## src/rtl/rv_decode_pkg.sv

```systemverilog
// Shared encodings for the RV32I/RV64I integer decode-and-issue unit:
// major opcodes, funct fields, ALU operation codes and the issue FSM states.
package rv_decode_pkg;

   localparam logic [6:0] OPC_OP     = 7'b0110011;
   localparam logic [6:0] OPC_OP_IMM = 7'b0010011;

   localparam logic [2:0] F3_ADD  = 3'b000;
   localparam logic [2:0] F3_SLL  = 3'b001;
   localparam logic [2:0] F3_SLT  = 3'b010;
   localparam logic [2:0] F3_SLTU = 3'b011;
   localparam logic [2:0] F3_XOR  = 3'b100;
   localparam logic [2:0] F3_SR   = 3'b101;
   localparam logic [2:0] F3_OR   = 3'b110;
   localparam logic [2:0] F3_AND  = 3'b111;

   localparam logic [6:0] F7_BASE = 7'h00;
   localparam logic [6:0] F7_ALT  = 7'h20;

   typedef enum logic [3:0] {
      ALU_ADD  = 4'd0,
      ALU_SUB  = 4'd1,
      ALU_AND  = 4'd2,
      ALU_OR   = 4'd3,
      ALU_XOR  = 4'd4,
      ALU_SLL  = 4'd5,
      ALU_SLT  = 4'd6,
      ALU_SLTU = 4'd7,
      ALU_SRA  = 4'd8,
      ALU_SRL  = 4'd9
   } alu_op_e;

   typedef enum logic [2:0] {
      ST_IDLE      = 3'd0,
      ST_DECODE    = 3'd1,
      ST_OPERAND   = 3'd2,
      ST_EXECUTE   = 3'd3,
      ST_WRITEBACK = 3'd4
   } state_e;

   // Operation selected by funct3 alone; the funct7=0x20 variants are patched by the decoder.
   function automatic alu_op_e base_op(input logic [2:0] funct3);
      case (funct3)
         F3_ADD:  return ALU_ADD;
         F3_SLL:  return ALU_SLL;
         F3_SLT:  return ALU_SLT;
         F3_SLTU: return ALU_SLTU;
         F3_XOR:  return ALU_XOR;
         F3_SR:   return ALU_SRL;
         F3_OR:   return ALU_OR;
         default: return ALU_AND;
      endcase
   endfunction

endpackage

```

## src/rtl/rv_op_decode.sv

```systemverilog
// Combinational decode of one instruction word into ALU op, operand-B source,
// immediate, register fields and an illegal flag.
module rv_op_decode
   import rv_decode_pkg::*;
#(
   parameter int XLEN = 32
) (
   input  logic [31:0]     instr,
   output alu_op_e         alu_op,
   output logic            use_imm,
   output logic [XLEN-1:0] imm,
   output logic [4:0]      rs1,
   output logic [4:0]      rs2,
   output logic [4:0]      rd,
   output logic            illegal
);

   localparam int SHW = $clog2(XLEN);
   localparam int UW  = 12 - SHW;
   // funct bits above the shift amount that select SRAI; narrower by one bit on RV64
   localparam logic [6:0] SRA_PAT = 7'b0100000 >> (SHW - 5);

   logic [6:0]      opcode;
   logic [6:0]      funct7;
   logic [2:0]      funct3;
   logic [UW-1:0]   upper;
   logic [XLEN-1:0] imm_i;
   logic [XLEN-1:0] imm_sh;

   assign opcode = instr[6:0];
   assign rd     = instr[11:7];
   assign funct3 = instr[14:12];
   assign rs1    = instr[19:15];
   assign rs2    = instr[24:20];
   assign funct7 = instr[31:25];
   assign upper  = instr[31:20+SHW];
   assign imm_i  = {{(XLEN-12){instr[31]}}, instr[31:20]};
   assign imm_sh = {{(XLEN-SHW){1'b0}}, instr[20 +: SHW]};

   always_comb begin
      alu_op  = base_op(funct3);
      use_imm = 1'b0;
      imm     = imm_i;
      illegal = 1'b0;
      case (opcode)
         OPC_OP: begin
            if (funct7 == F7_ALT) begin
               if (funct3 == F3_ADD)     alu_op  = ALU_SUB;
               else if (funct3 == F3_SR) alu_op  = ALU_SRA;
               else                      illegal = 1'b1;
            end else if (funct7 != F7_BASE) begin
               illegal = 1'b1;
            end
         end
         OPC_OP_IMM: begin
            use_imm = 1'b1;
            if (funct3 == F3_SLL) begin
               imm     = imm_sh;
               illegal = (upper != '0);
            end else if (funct3 == F3_SR) begin
               imm = imm_sh;
               if (upper == SRA_PAT[UW-1:0]) alu_op  = ALU_SRA;
               else if (upper != '0)         illegal = 1'b1;
            end
         end
         default: illegal = 1'b1;
      endcase
   end

endmodule

```

## src/rtl/rv_decode_issue.sv

```systemverilog
// Multi-cycle RV32I/RV64I integer decode-and-issue unit: one instruction in flight,
// operands to an external ALU, result written back to the regfile.
module rv_decode_issue
   import rv_decode_pkg::*;
#(
   parameter int XLEN  = 32,
   parameter int CNT_W = 32
) (
   input  logic             clk,
   input  logic             rst,
   input  logic [31:0]      instr,
   input  logic             instr_valid,
   output logic             instr_ready,
   output logic [4:0]       rf_rs1_addr,
   output logic [4:0]       rf_rs2_addr,
   input  logic [XLEN-1:0]  rf_rd_data1,
   input  logic [XLEN-1:0]  rf_rd_data2,
   output logic [3:0]       alu_opcode,
   output logic [XLEN-1:0]  alu_op_a,
   output logic [XLEN-1:0]  alu_op_b,
   output logic             alu_valid,
   input  logic [XLEN-1:0]  alu_result,
   output logic             rf_wr_en,
   output logic [4:0]       rf_wr_addr,
   output logic [XLEN-1:0]  rf_wr_data,
   output logic             illegal,
   output logic [CNT_W-1:0] cycle_count,
   output logic [CNT_W-1:0] instr_count
);

   // state        | meaning
   // ST_IDLE      | ready; capture instr and rs1/rs2 on handshake
   // ST_DECODE    | decode captured word; illegal drops back to idle
   // ST_OPERAND   | regfile data valid; latch ALU operands
   // ST_EXECUTE   | alu_valid high; latch result and rd
   // ST_WRITEBACK | rf_wr_en high when rd != x0; retire

   state_e          state;
   logic [31:0]     instr_q;
   logic            use_imm_q;
   logic [XLEN-1:0] imm_q;
   logic [4:0]      rd_q;

   logic [31:0]     dec_word;
   alu_op_e         dec_op;
   logic            dec_use_imm;
   logic [XLEN-1:0] dec_imm;
   logic [4:0]      dec_rs1;
   logic [4:0]      dec_rs2;
   logic [4:0]      dec_rd;
   logic            dec_illegal;

   // One decoder serves both the incoming word (register fields) and the captured word.
   assign dec_word = (state == ST_IDLE) ? instr : instr_q;

   rv_op_decode #(.XLEN(XLEN)) u_dec (
      .instr   (dec_word),
      .alu_op  (dec_op),
      .use_imm (dec_use_imm),
      .imm     (dec_imm),
      .rs1     (dec_rs1),
      .rs2     (dec_rs2),
      .rd      (dec_rd),
      .illegal (dec_illegal)
   );

   assign instr_ready = (state == ST_IDLE);
   assign alu_valid   = (state == ST_EXECUTE);
   assign rf_wr_en    = (state == ST_WRITEBACK) && (rf_wr_addr != 5'd0);

   always_ff @(posedge clk or posedge rst) begin
      if (rst) begin
         state       <= ST_IDLE;
         instr_q     <= '0;
         use_imm_q   <= 1'b0;
         imm_q       <= '0;
         rd_q        <= '0;
         rf_rs1_addr <= '0;
         rf_rs2_addr <= '0;
         alu_opcode  <= '0;
         alu_op_a    <= '0;
         alu_op_b    <= '0;
         rf_wr_addr  <= '0;
         rf_wr_data  <= '0;
         illegal     <= 1'b0;
         cycle_count <= '0;
         instr_count <= '0;
      end else begin
         cycle_count <= cycle_count + CNT_W'(1);
         illegal     <= 1'b0;
         case (state)
            ST_IDLE: begin
               if (instr_valid) begin
                  instr_q     <= instr;
                  rf_rs1_addr <= dec_rs1;
                  rf_rs2_addr <= dec_rs2;
                  state       <= ST_DECODE;
               end
            end
            ST_DECODE: begin
               if (dec_illegal) begin
                  illegal <= 1'b1;
                  state   <= ST_IDLE;
               end else begin
                  alu_opcode <= dec_op;
                  use_imm_q  <= dec_use_imm;
                  imm_q      <= dec_imm;
                  rd_q       <= dec_rd;
                  state      <= ST_OPERAND;
               end
            end
            ST_OPERAND: begin
               alu_op_a <= rf_rd_data1;
               alu_op_b <= use_imm_q ? imm_q : rf_rd_data2;
               state    <= ST_EXECUTE;
            end
            ST_EXECUTE: begin
               rf_wr_data <= alu_result;
               rf_wr_addr <= rd_q;
               state      <= ST_WRITEBACK;
            end
            ST_WRITEBACK: begin
               instr_count <= instr_count + CNT_W'(1);
               state       <= ST_IDLE;
            end
            default: state <= ST_IDLE;
         endcase
      end
   end

endmodule

```

## config.mk

```make
export PLATFORM = sky130hd
export DESIGN_NAME = rv_decode_issue
export DESIGN_NICKNAME = d
export VERILOG_FILES = /design/src/rtl/rv_decode_pkg.sv /design/src/rtl/rv_op_decode.sv /design/src/rtl/rv_decode_issue.sv
export SDC_FILE = /design/constraint.sdc
export NUM_CORES = 1
export LEC_CHECK = 0
export CAP_MARGIN = 20
export CORE_ASPECT_RATIO = 1.1
export CORE_MARGIN = 3
export CORE_UTILIZATION = 46
export CTS_CLUSTER_SIZE = 24
export DETAILED_ROUTE_END_ITERATION = 8
export GPL_ROUTABILITY_DRIVEN = 0
export PLACE_DENSITY = 0.8
export RECOVER_POWER = 100
export REMOVE_ABC_BUFFERS = 1
export SKIP_LAST_GASP = 1
export SYNTH_ARGS = -nofsm -noshare
export SYNTH_HDL_FRONTEND = slang
export SYNTH_SLANG_ARGS = --single-unit
```

## constraint.sdc

```tcl
create_clock -name clk -period 8.88 [get_ports clk]
set_input_delay 0.888 -clock clk [delete_from_list [all_inputs] [get_ports clk]]
set_output_delay 0.888 -clock clk [all_outputs]
set_load 0.01 [all_outputs]
```

### Word level (Yosys, flattened, before mapping)

Index checks and enable logic that the tools add are counted.

* add/subtract/negate cells: 2
* $mul: 0
* divide/modulo/power cells: 0
* magnitude comparators: 0
* equality and inequality tests: 14
* shifts and indexed selects: 0
* mux-type cells: 27
* bitwise gates (word level): 1
* reduce and logical (&&, ||, !) cells: 7

Operators by type and width (number)
* $mux 32: 5
* $add 32x1->32 const B: 2
* $pmux 4 s7: 1
* $mux 4: 6
* $eq 7x6->1 const B: 2
* $eq 3x2->1 const B: 4
* $eq 3x3->1 const B: 4
* $pmux 3 s4: 1
* $mux 1: 10
* $pmux 4 s2: 1
* $eq 7x5->1 const B: 1
* $reduce_bool 7->1: 1
* $eq 3x1->1 const B: 2
* $logic_not 3->1: 2
* $reduce_bool 5->1: 1
* $reduce_and 2->1: 2
* $mux 3: 1
* $mux 2: 1
* $ne 2x2->1 const B: 1
* $pmux 1 s2: 1
* $logic_and 1x1->1: 1
* $not 1->1: 1

* register bits: 253
* latch bits: 0
* memory bits (writable): 0
* memory bits (read-only): 0
* input port bits: 131
* output and inout bits: 183
* word-level logic and storage cells: 66
* memories: 0

### Longest topological paths before layout

Gate-level depths: netlist of the first run.

* word-level depth: 10
* mapped depth: 10
* depth with buffers taken out: 7

### Modules after synthesis

Synthesis of the first run repeated with hierarchy kept, for this count alone.

* cells, all modules: 843
* area, all modules: 11134.4 um^2

By module, submodules not included
* rv_decode_issue: times used 1, cells each 771, area an instance 10625.2 um^2, sequential area each 6331.1 um^2
* rv_op_decode: times used 1, cells each 72, area an instance 509.2 um^2, sequential area each 0.0 um^2

### Worst setup path after synthesis of the first run

No wires, ideal clock.

* path type: in2reg
* from: input port instr[2]
* to: register imm_q[0]
* setup time: 0.125 ns
* arrival time: 2.672 ns
* data required time: 8.755 ns
* slack: 6.082 ns
* stages on the path: 7
* buffers on the path: 1
* cells stage by stage: nor4b_1 > nand3_1 > or4_4 > o41ai_4 > a2111o_4 > buf_12 > mux2_4

* cells in the longest elaborated chain, start to end: 5
* elaborated cells on any way between the ends: 7
* classes of those cells: eq/ne: 2; mux: 3; bitwise: 1; reduce/logical: 1

Ends and longest elaborated chain
* start: declaration: line rv_decode_issue.sv:11 `input logic [31:0] instr,`
* $mux 32 *: line rv_decode_issue.sv:54 `assign dec_word = (state == ST_IDLE) ? instr : instr_q;`
* $eq 7x5->1 / $eq 7x6->1 (equally long branches): line rv_op_decode.sv:45 `case (opcode)`
* $pmux 1 s2: line rv_op_decode.sv:45
* $not 1->1 (no line)
* $reduce_and 2->1 (no line)
* end signal: assignment: line rv_decode_issue.sv:107 `imm_q <= dec_imm;`
* end: declaration: line rv_decode_issue.sv:41 `logic [XLEN-1:0] imm_q;`

Every way passes the cells marked *; elsewhere a longest branch is shown, timed or not.
A chain may end at the register's enable or synchronous reset.

### Final worst setup path of the first run

* from: register state[0]
* to: register imm_q[30]

* cells in the longest elaborated chain, start to end: 10
* elaborated cells on any way between the ends: 23
* classes of those cells: eq/ne: 6; mux: 12; bitwise: 1; reduce/logical: 4

Ends and longest elaborated chain
* start: declaration: line rv_decode_issue.sv:38 `state_e state;`
* start signal: assignment: line rv_decode_issue.sv:73 `state <= ST_IDLE;`
* start signal: assignment: line rv_decode_issue.sv:97 `state <= ST_DECODE;`
* start signal: assignment: line rv_decode_issue.sv:103 `state <= ST_IDLE;`
* $logic_not 3->1: line rv_decode_issue.sv:54
* $mux 32: line rv_decode_issue.sv:54
* $reduce_bool 7->1: line rv_op_decode.sv:51, rv_op_decode.sv:59, rv_op_decode.sv:63
* $mux 1: line rv_op_decode.sv:51, rv_op_decode.sv:63
* $mux 1: line rv_op_decode.sv:62 `if (upper == SRA_PAT[UW-1:0]) alu_op = ALU_SRA;`
* $mux 1: line rv_op_decode.sv:60 `end else if (funct3 == F3_SR) begin`
* $mux 1: line rv_op_decode.sv:57 `if (funct3 == F3_SLL) begin`
* $pmux 1 s2: line rv_op_decode.sv:45
* $not 1->1 (no line)
* $reduce_and 2->1 (no line)

Parallel ways exist; a longest one is shown, timed or not.

==> results of run 1 <==
==> worst paths after layout <==
kind | start | end | slack [ns] | depth (start not counted)
max | state[0] | imm_q[30] | 3.79 | 5
min | rf_rs1_addr[4] | rf_rs1_addr[4] | 0.47 | 2
max reg2reg | state[0] | imm_q[30] | 3.79 | 5
min reg2reg | rf_rs1_addr[4] | rf_rs1_addr[4] | 0.47 | 2
max in group asynchronous | rst | rf_wr_data[24] | 4.18 | 4
min in group asynchronous | rst | alu_op_a[31] | 1.00 | 2
==> state kept, by name (all words and copies together) (netlist names), 12 cells and up <==
signal	cells
alu_op_a	32
alu_op_b	32
cycle_count	32
imm_q	12
instr_count	32
instr_q	27
rf_wr_data	32
==> area by class of cell <==
type	count	area, um^2	share of cell area [%]
antenna	1	2.502	0.01828
tap	256	320.3	2.340
multi-input combinational	585	3670	26.81
clock buffer	39	738.2	5.394
timing repair buffer	320	3171	23.16
sequential	228	5705	41.69
clock inverter	1	30.03	0.2194
inverter	11	50.05	0.3657
==> metal layers <==
layer / share of wire, % / global-route usage (%) / wire length, um / vias up
li1: - / - / - / 3542
met1: 41 / 25.97 / 10020 / 3615
met2: 51 / 36.02 / 12490 / 205
met3: 5.7 / 3.334 / 1382 / 26
met4: 1.8 / 5.331 / 439 / 0
met5: 0 / 0 / 0 / -
==> critical path, stage by stage, from the launching register on <==
cell	delay, ns
dfrtp_1	0.43
or3_1	0.17
clkinvlp_2	0.97
o41ai_1	1.96
a2111o_1	1.02
mux2_2	0.41
==> through the flow <==
stage	hold WS [ns]	cell area [um^2]	power, W	cells
floorplan	0.4376	9523	0.001608	824
global placement	0.4567	13030	0.002017	1399
detailed placement	0.4624	13060	0.002041	1400
CTS	0.4746	13830	0.003024	1440
global route	0.4835	13690	0.003063	1441
finish	0.4660	13690	0.002912	1441
==> Yosys cell counts (3+ instances only) <==
library cell | count | area (um^2)
xor2_1 | 16 | 140.1
a21oi_1 | 63 | 315.3
nor2_1 | 60 | 225.2
dfrtp_1 | 228 | 5705
nand2_1 | 188 | 705.7
mux2i_1 | 12 | 120.1
nand4_1 | 20 | 125.1
nor3_1 | 5 | 25.02
nor4_1 | 4 | 25.02
mux2_2 | 73 | 822.0
and3_1 | 11 | 68.82
nand2b_1 | 5 | 31.28
mux2_4 | 19 | 285.3
or3_1 | 3 | 18.77
inv_1 | 10 | 37.54
clkbuf_1 | 31 | 116.4
buf_1 | 4 | 15.01
nand3_1 | 21 | 105.1
xnor2_1 | 51 | 446.7
==> power by group <==
part	switching (W)	internal (W)	total, W	leakage (nW)
combinational	0.000279	0.000356	0.000635	3.20
clock	0.000382	0.000591	0.000972	0.375
sequential	0.0000908	0.00121	0.00130	2.93
total	0.000752	0.00216	0.00291	6.50
==> cells by family after synthesis <==
kind of cell | after synthesis | share of synthesized area (%)
DFF | 228 | 58.72
muxes | 104 | 12.63
buffers and inverters | 50 | 2.434
xor gates and xnor gates | 67 | 6.039
AOI/OAI and AO/OA | 77 | 4.713
and+or+nand+nor | 335 | 15.21
adders and majority gates | 2 | 0.2575
==> flow_summary_export.csv, run 1 <==
group,metric,value,unit
yosys,avgSynthCellArea,11.26,um^2
die,die_w,144.6,um
sta,fmax,196.4,MHz
run_status,status,"finished with violations",
clock_tree,cts.clk_slew.worst_paths,0.06,ns
power,power_density,212.8,nW/um^2
routing,ant_nets,0,
die,coreArea,20640,um^2
yosys,postSynthCellCount,863,
global_route,grt_overflow,0,
clock_tree,postCtsResizedCells,0,
sta,finalCritPeriodShare,57.35,%
global_route,grt_pass1_wl,37580,um
sta,fin_skew,0.009616,ns
min_path,hold_path.class,"reg -> reg",
sta,hold_violations,0,
clock_tree,clockBufferDepth,3,
finish,nFillCells,1625,
sta,period_needed,5.093,ns
routing,drtIter0Drc,315,
yosys,seq_area_frac_synth,58.72,%
yosys,synth-async-reset-ratio,100.0,%
sta,tightest_slew,4.308,ns
clock_tree,cts-hold-fix-buffers,0,
clock_tree,cts_tree,"built",
sta,relSlewSlack,-187.2,%
worst_setup_path,worstPathArrival,5.48,ns
die,rows,55,
clock_tree,clkLatencyLatePin,0.51,ns
finish,syn_to_final_growth,40.86,%
die,die_area,22910,um^2
run,cap_violations,4,
routing,drtPass1Iterations,4,
global_route,grt_usage,20.33,%
sta,rsz0062_at_grt,"no",
yosys,ys_warn_count,0,
power,vdd_drop_max,0.1355,mV
worst_setup_path,cp_max_fo,35,
finish,num-nets-final,1303,
finish,drive_above_1_share,9.628,%
routing,viasPerCell,5.127,
global_route,grt_max_degree,114,
global_route,grt_pass1_vias,7142,
sta,drv_slew,205,
power,leakagePower,6.503,nW
placed_design,dp_hpwl,17600,um
sta,setup_viol,0,
die,ios,314,
yosys,synth_seq_cells,228,
clock_tree,cts_made_buffers,24,
clock_tree,cts_num_sinks,228,
worst_setup_path,cp-start-kind,"register",
die,start_util,47.07,%
routing,drc,0,
finish,mostFrequentLayoutCell,"dfrtp_1",
run_status,violations,"capacitance limit, slew limit",
worst_setup_path,crit_type,"reg -> reg",
sta,fin_ws,3.787,ns
placed_design,pre_cts_slack,5.284,ns
finish,final_cell_mix,"dfrtp_1, nand2_1, dlygate4sd3_1, clkdlybuf4s50_1, mux2_2",
yosys,synth_edf_count,0,
clock_tree,cts_setup_buffers,0,
yosys,ys.flop_type,"dfrtp_1",
yosys,ys_types,46,
clock_tree,htreeDepth,1,
worst_setup_path,cp-end-kind,"register",
sta,fin_setup_tns,0,ns
global_route,antenna_found_initial,1,
die,dieHeight,158.4,um
placed_design,portBuffers,313,
routing,vias,7388,
worst_setup_path,worstPathRequired,9.27,ns
clock_tree,cts_root_buf,"clkbuf_16",
routing,wire_per_inst,16.89,um
yosys,synth_area,9717,um^2
finish,post-route-util,66.30,%
routing,wl,24330,um
(Power assumes the default switching activity.)
==> run 2, diff against run 1 <==
--- a/config.mk
+++ b/config.mk
@@ -8,11 +8,11 @@
 export CAP_MARGIN = 20
 export CORE_ASPECT_RATIO = 1.1
 export CORE_MARGIN = 3
-export CORE_UTILIZATION = 46
+export CORE_UTILIZATION = 42
 export CTS_CLUSTER_SIZE = 24
 export DETAILED_ROUTE_END_ITERATION = 8
 export GPL_ROUTABILITY_DRIVEN = 0
-export PLACE_DENSITY = 0.8
+export PLACE_DENSITY = 0.77
 export RECOVER_POWER = 100
 export REMOVE_ABC_BUFFERS = 1
 export SKIP_LAST_GASP = 1
==> constraint.sdc (replaced) <==
create_clock -name clk -period 4.1 [get_ports clk]
set_input_delay 0.41 -clock clk [delete_from_list [all_inputs] [get_ports clk]]
set_output_delay 0.41 -clock clk [all_outputs]
set_load 0.01 [all_outputs]
==> flow_summary_export.csv, run 2 (synthesized netlist as in run 1, its figures left out) <==
group,metric,value,unit
worst_setup_path,worstPathRequired,4.54,ns
worst_setup_path,cp_max_fo,35,
clock_tree,cts_made_buffers,25,
sta,hold_violations,0,
clock_tree,cts-hold-fix-buffers,0,
clock_tree,clkLatencyLatePin,0.50,ns
routing,wire_per_inst,17.02,um
sta,drv_slew,225,
global_route,met2_usage,33.60,%
power,swShare,26.50,%
power,fin_total_pwr,0.006349,W
run_status,status,"finished with violations",
global_route,grt_max_degree,97,
min_path,hold_start,"instr[18]",
die,rows,57,
finish,final_cell_area,13790,um^2
global_route,met1_usage,24.00,%
sta,finalCritPeriodShare,74.23,%
global_route,grt_pass1_wl,39140,um
power,power_switching,0.001682,W
global_route,grt_overflow,0,
placed_design,portBuffers,313,
run_status,violations,"capacitance limit, slew limit",
min_path,hold_depth,3,
sta,relSlewSlack,-38.10,%
power,clkPwrFrac,33.7,%
worst_setup_path,cp-start-kind,"register",
routing,drtIter0Drc,315,
finish,antennaDiodeCount,0,
sta,tightest_slew,2.072,ns
run,cap_violations,3,
power,leakagePower,6.551,nW
routing,vias,7397,
sta,period_needed,3.044,ns
die,dieHeight,165.5,um
power,power_density,460.5,nW/um^2
sta,fin_ws,1.056,ns
placed_design,dp_hpwl,18140,um
die,die_area,25000,um^2
power,vdd_drop_max,0.2463,mV
routing,wl,25210,um
sta,fin_skew,0.008580,ns
clock_tree,clockBufferDepth,3,
worst_setup_path,critPathLaunch,"state[0]",
worst_setup_path,worstPathArrival,3.48,ns
die,die_w,151.0,um
global_route,top_usage_layer,"met2",
global_route,grt_usage,19.49,%
routing,drtPass1Iterations,4,
clock_tree,htreeDepth,1,
finish,final_cell_mix,"dfrtp_1, nand2_1, dlygate4sd3_1, clkdlybuf4s50_1, mux2_2",
worst_setup_path,reg2reg_from,"state[0]",
worst_setup_path,r2r_setup_slack,1.06,ns
finish,drive_above_1_share,10.46,%
min_path,hold_path.class,"in -> reg",
routing,drc,0,
clock_tree,cts_tree,"built",
placed_design,pre_cts_slack,0.9970,ns
worst_setup_path,worst-r2r-cell-count,6,
worst_setup_path,crit_type,"reg -> reg",
clock_tree,cts_num_sinks,228,
global_route,antenna_found_initial,1,
die,ios,314,
finish,syn_to_final_growth,41.90,%
clock_tree,cts_root_buf,"clkbuf_16",
finish,num-nets-final,1304,
routing,ant_nets,0,
global_route,grtUsageMet3,4.831,%
sta,setup_viol,0,
finish,nFillCells,1845,
power,power_frac_comb,21.8,%
die,coreArea,22390,um^2
clock_tree,postCtsResizedCells,0,
worst_setup_path,cp-end-kind,"register",
power,p_seq_share,44.5,%
finish,post-route-util,61.57,%
placed_design,placed_cell_area,13100,um^2
finish,mostFrequentLayoutCell,"dfrtp_1",
sta,fmax,328.6,MHz
routing,viasPerCell,4.995,
die,start_util,43.39,%
clock_tree,cts_setup_buffers,0,
global_route,grt_pass1_vias,7498,
sta,rsz0062_at_grt,"no",
clock_tree,cts.clk_slew.worst_paths,0.06,ns
power,p_int,0.004667,W
==> run 2: cell types whose count changed in the layout (fill, tap and decap cells not counted), moves of 2 or more <==
cell	before	now
clkbuf_1	12	6
clkbuf_2	0	2
clkinvlp_4	0	2
clkinv_2	0	6
==> run 2: metrics by stage <==
stage | setup TNS [ns] | std cells | hold WS, ns
after floorplan | -764.28 | 824 | 0.4376
after global placement | 0 | 1439 | 0.4578
after detailed placement | 0 | 1439 | 0.4622
after CTS | 0 | 1481 | 0.4050
after global routing | 0 | 1481 | 0.4403
final | 0 | 1481 | 0.4274
==> run 2: final timing paths <==
path                                   to
max                            instr_q[6]
min                        rf_rs1_addr[3]
max reg2reg                    instr_q[6]
min reg2reg                rf_rs1_addr[2]
max in group asynchronous   alu_opcode[0]
min in group asynchronous    alu_op_a[21]
==> run 2: metal layers <==
layer  routed length, um  share of wire [%]
met1               10060                 40
met2               12470                 49
met3                1929                7.7
met4                 740                2.9
met5                  12              0.048
==> run 2: power groups by stage <==
stage	combinational (W)	clock (W)	sequential, W
after floorplan	0.000480	0	0.00300
after global placement	0.00151	0	0.00286
after detailed placement	0.00154	0	0.00288
after CTS	0.00155	0.00220	0.00285
after global routing	0.00151	0.00230	0.00288
final	0.00138	0.00214	0.00283
==> run 2: area by class of cell <==
type,count,area (um^2),area share (%)
sequential,228,5705,41.38
multi-input combinational,585,3699,26.82
timing repair buffer,320,3186,23.10
clock buffer,34,709.4,5.145
tap,295,369.1,2.677
clock inverter,8,73.82,0.5354
inverter,11,46.29,0.3358
==> run 2: critical path: stages, from the launching register on <==
cell	delay [ns]
dfrtp_1	0.44
or3_1	0.43
clkinv_2	0.39
and2_0	0.79
clkbuf_1	0.69
nand2_1	0.12
nand2_1	0.09
==> run 3, diff against run 2 <==
--- a/config.mk
+++ b/config.mk
@@ -8,11 +8,11 @@
 export CAP_MARGIN = 20
 export CORE_ASPECT_RATIO = 1.1
 export CORE_MARGIN = 3
-export CORE_UTILIZATION = 42
+export CORE_UTILIZATION = 46
 export CTS_CLUSTER_SIZE = 24
 export DETAILED_ROUTE_END_ITERATION = 8
 export GPL_ROUTABILITY_DRIVEN = 0
-export PLACE_DENSITY = 0.77
+export PLACE_DENSITY = 0.8
 export RECOVER_POWER = 100
 export REMOVE_ABC_BUFFERS = 1
 export SKIP_LAST_GASP = 1
==> constraint.sdc (replaced) <==
create_clock -name clk -period 3.15 [get_ports clk]
set_input_delay 0.315 -clock clk [delete_from_list [all_inputs] [get_ports clk]]
set_output_delay 0.315 -clock clk [all_outputs]
set_load 0.01 [all_outputs]
==> flow_summary_export.csv, run 3 (synthesized netlist as in run 1, its figures left out) <==
group,metric,value,unit
run_status,status,"finished with violations",
run_status,violations,"capacitance limit, slew limit",
sta,finalCritPeriodShare,93.57,%
sta,tightest_slew,1.980,ns
routing,wl,24870,um
global_route,met1_usage,26.24,%
clock_tree,htreeDepth,1,
worst_setup_path,worstPathArrival,2.63,ns
power,power_frac_comb,22.3,%
worst_setup_path,cp-end-kind,"output port",
finish,mostFrequentLayoutCell,"dfrtp_1",
die,rows,55,
routing,drtIter0Drc,389,
power,p_int,0.005940,W
clock_tree,clkLatencyLatePin,0.50,ns
clock_tree,cts_setup_buffers,0,
worst_setup_path,cp-start-kind,"register",
routing,ant_nets,0,
placed_design,dp_hpwl,18090,um
global_route,grt_usage,21.02,%
placed_design,portBuffers,313,
worst_setup_path,worstPathRequired,2.83,ns
worst_setup_path,r2r_setup_slack,0.35,ns
sta,period_needed,2.948,ns
clock_tree,cts_root_buf,"clkbuf_16",
die,die_area,22910,um^2
die,ios,314,
worst_setup_path,worst-r2r-cell-count,3,
worst_setup_path,crit_type,"reg -> out",
clock_tree,cts_made_buffers,23,
global_route,grtUsageMet3,3.424,%
finish,final_cell_area,13700,um^2
sta,hold_violations,0,
finish,drive_above_1_share,10.68,%
clock_tree,cts.clk_slew.worst_paths,0.06,ns
routing,drtPass1Iterations,4,
routing,drc,0,
global_route,grt_overflow,0,
sta,relSlewSlack,-31.99,%
clock_tree,cts_num_sinks,228,
global_route,grt_max_degree,97,
global_route,grt_pass1_vias,7530,
run,cap_violations,2,
global_route,grt_pass1_wl,39050,um
placed_design,placed_cell_area,13140,um^2
min_path,hold_depth,3,
power,power_switching,0.002155,W
die,coreArea,20640,um^2
power,clkPwrFrac,32.3,%
power,power_density,591.0,nW/um^2
global_route,top_usage_layer,"met2",
finish,syn_to_final_growth,40.96,%
sta,drv_slew,181,
sta,fin_ws,0.2024,ns
sta,fin_skew,0.01107,ns
sta,setup_viol,0,
power,leakagePower,6.542,nW
clock_tree,clockBufferDepth,3,
sta,rsz0062_at_grt,"no",
global_route,met2_usage,37.89,%
global_route,antenna_found_initial,0,
routing,wire_per_inst,17.21,um
finish,final_cell_mix,"dfrtp_1, nand2_1, dlygate4sd3_1, clkdlybuf4s50_1, mux2_2",
placed_design,pre_cts_slack,0.1293,ns
die,die_w,144.6,um
min_path,hold_path.class,"in -> reg",
die,dieHeight,158.4,um
finish,antennaDiodeCount,0,
clock_tree,postCtsResizedCells,0,
routing,viasPerCell,5.149,
routing,vias,7441,
worst_setup_path,cp_max_fo,30,
power,p_seq_share,45.4,%
clock_tree,cts_tree,"built",
power,swShare,26.62,%
clock_tree,cts-hold-fix-buffers,0,
finish,num-nets-final,1308,
power,vdd_drop_max,0.3809,mV
die,start_util,47.07,%
sta,fmax,339.3,MHz
[run 3: worst max-delay path: stages (launching register included)]
cell and delay (ns):
dfrtp_1 0.45, or3_1 0.47, clkinvlp_2 0.23, buf_4 0.37, clkdlybuf4s50_1 0.61
[run 3: power groups by stage]
stage                     Clock [W]  Combinational, W  Sequential, W
after floorplan                   0          0.000625        0.00391
after global placement            0           0.00198        0.00372
after detailed placement          0           0.00201        0.00375
after CTS                   0.00268           0.00202        0.00370
after global routing        0.00279           0.00197        0.00375
final                       0.00261           0.00180        0.00368
[run 3: worst paths after layout]
check | to | start
min reg2reg | rf_rs1_addr[4] | rf_rs1_addr[4]
max | instr_ready | state[0]
max in group asynchronous | rf_rs2_addr[1] | rst
min | rf_rs1_addr[4] | instr[19]
max reg2reg | alu_op_a[0] | state[0]
min in group asynchronous | alu_op_a[27] | rst
[run 3: final cells by class]
class	count	area [um^2]
Tap cell	256	320.3
Inverter	11	46.29
Timing Repair Buffer	326	3208
Fill cell	1611	6948
Clock inverter	7	63.81
Sequential cell	228	5705
Clock buffer	32	649.4
Multi-Input combinational cell	585	3704
[run 3: routing by layer]
layer  up-vias  share of wire, %
met3        46               5.8
met1      3622                40
met4         0               2.5
li1       3545                 -
met2       228                52
met5         -                 0
[run 3: through the flow]
step | std cells | hold WS [ns] | util (%) | TNS (ns) | power, W
2_1_floorplan | 824 | 0.4204 | - | -1020.97 | 0.004534
3_3_place_gp | 1406 | 0.4567 | 63.63 | 0 | 0.005700
3_5_place_dp | 1406 | 0.4621 | 63.63 | 0 | 0.005764
4_1_cts | 1445 | 0.3117 | 67.08 | 0 | 0.008406
5_1_grt | 1445 | 0.3325 | 66.35 | 0 | 0.008509
6_report | 1445 | 0.3357 | 66.35 | 0 | 0.008095
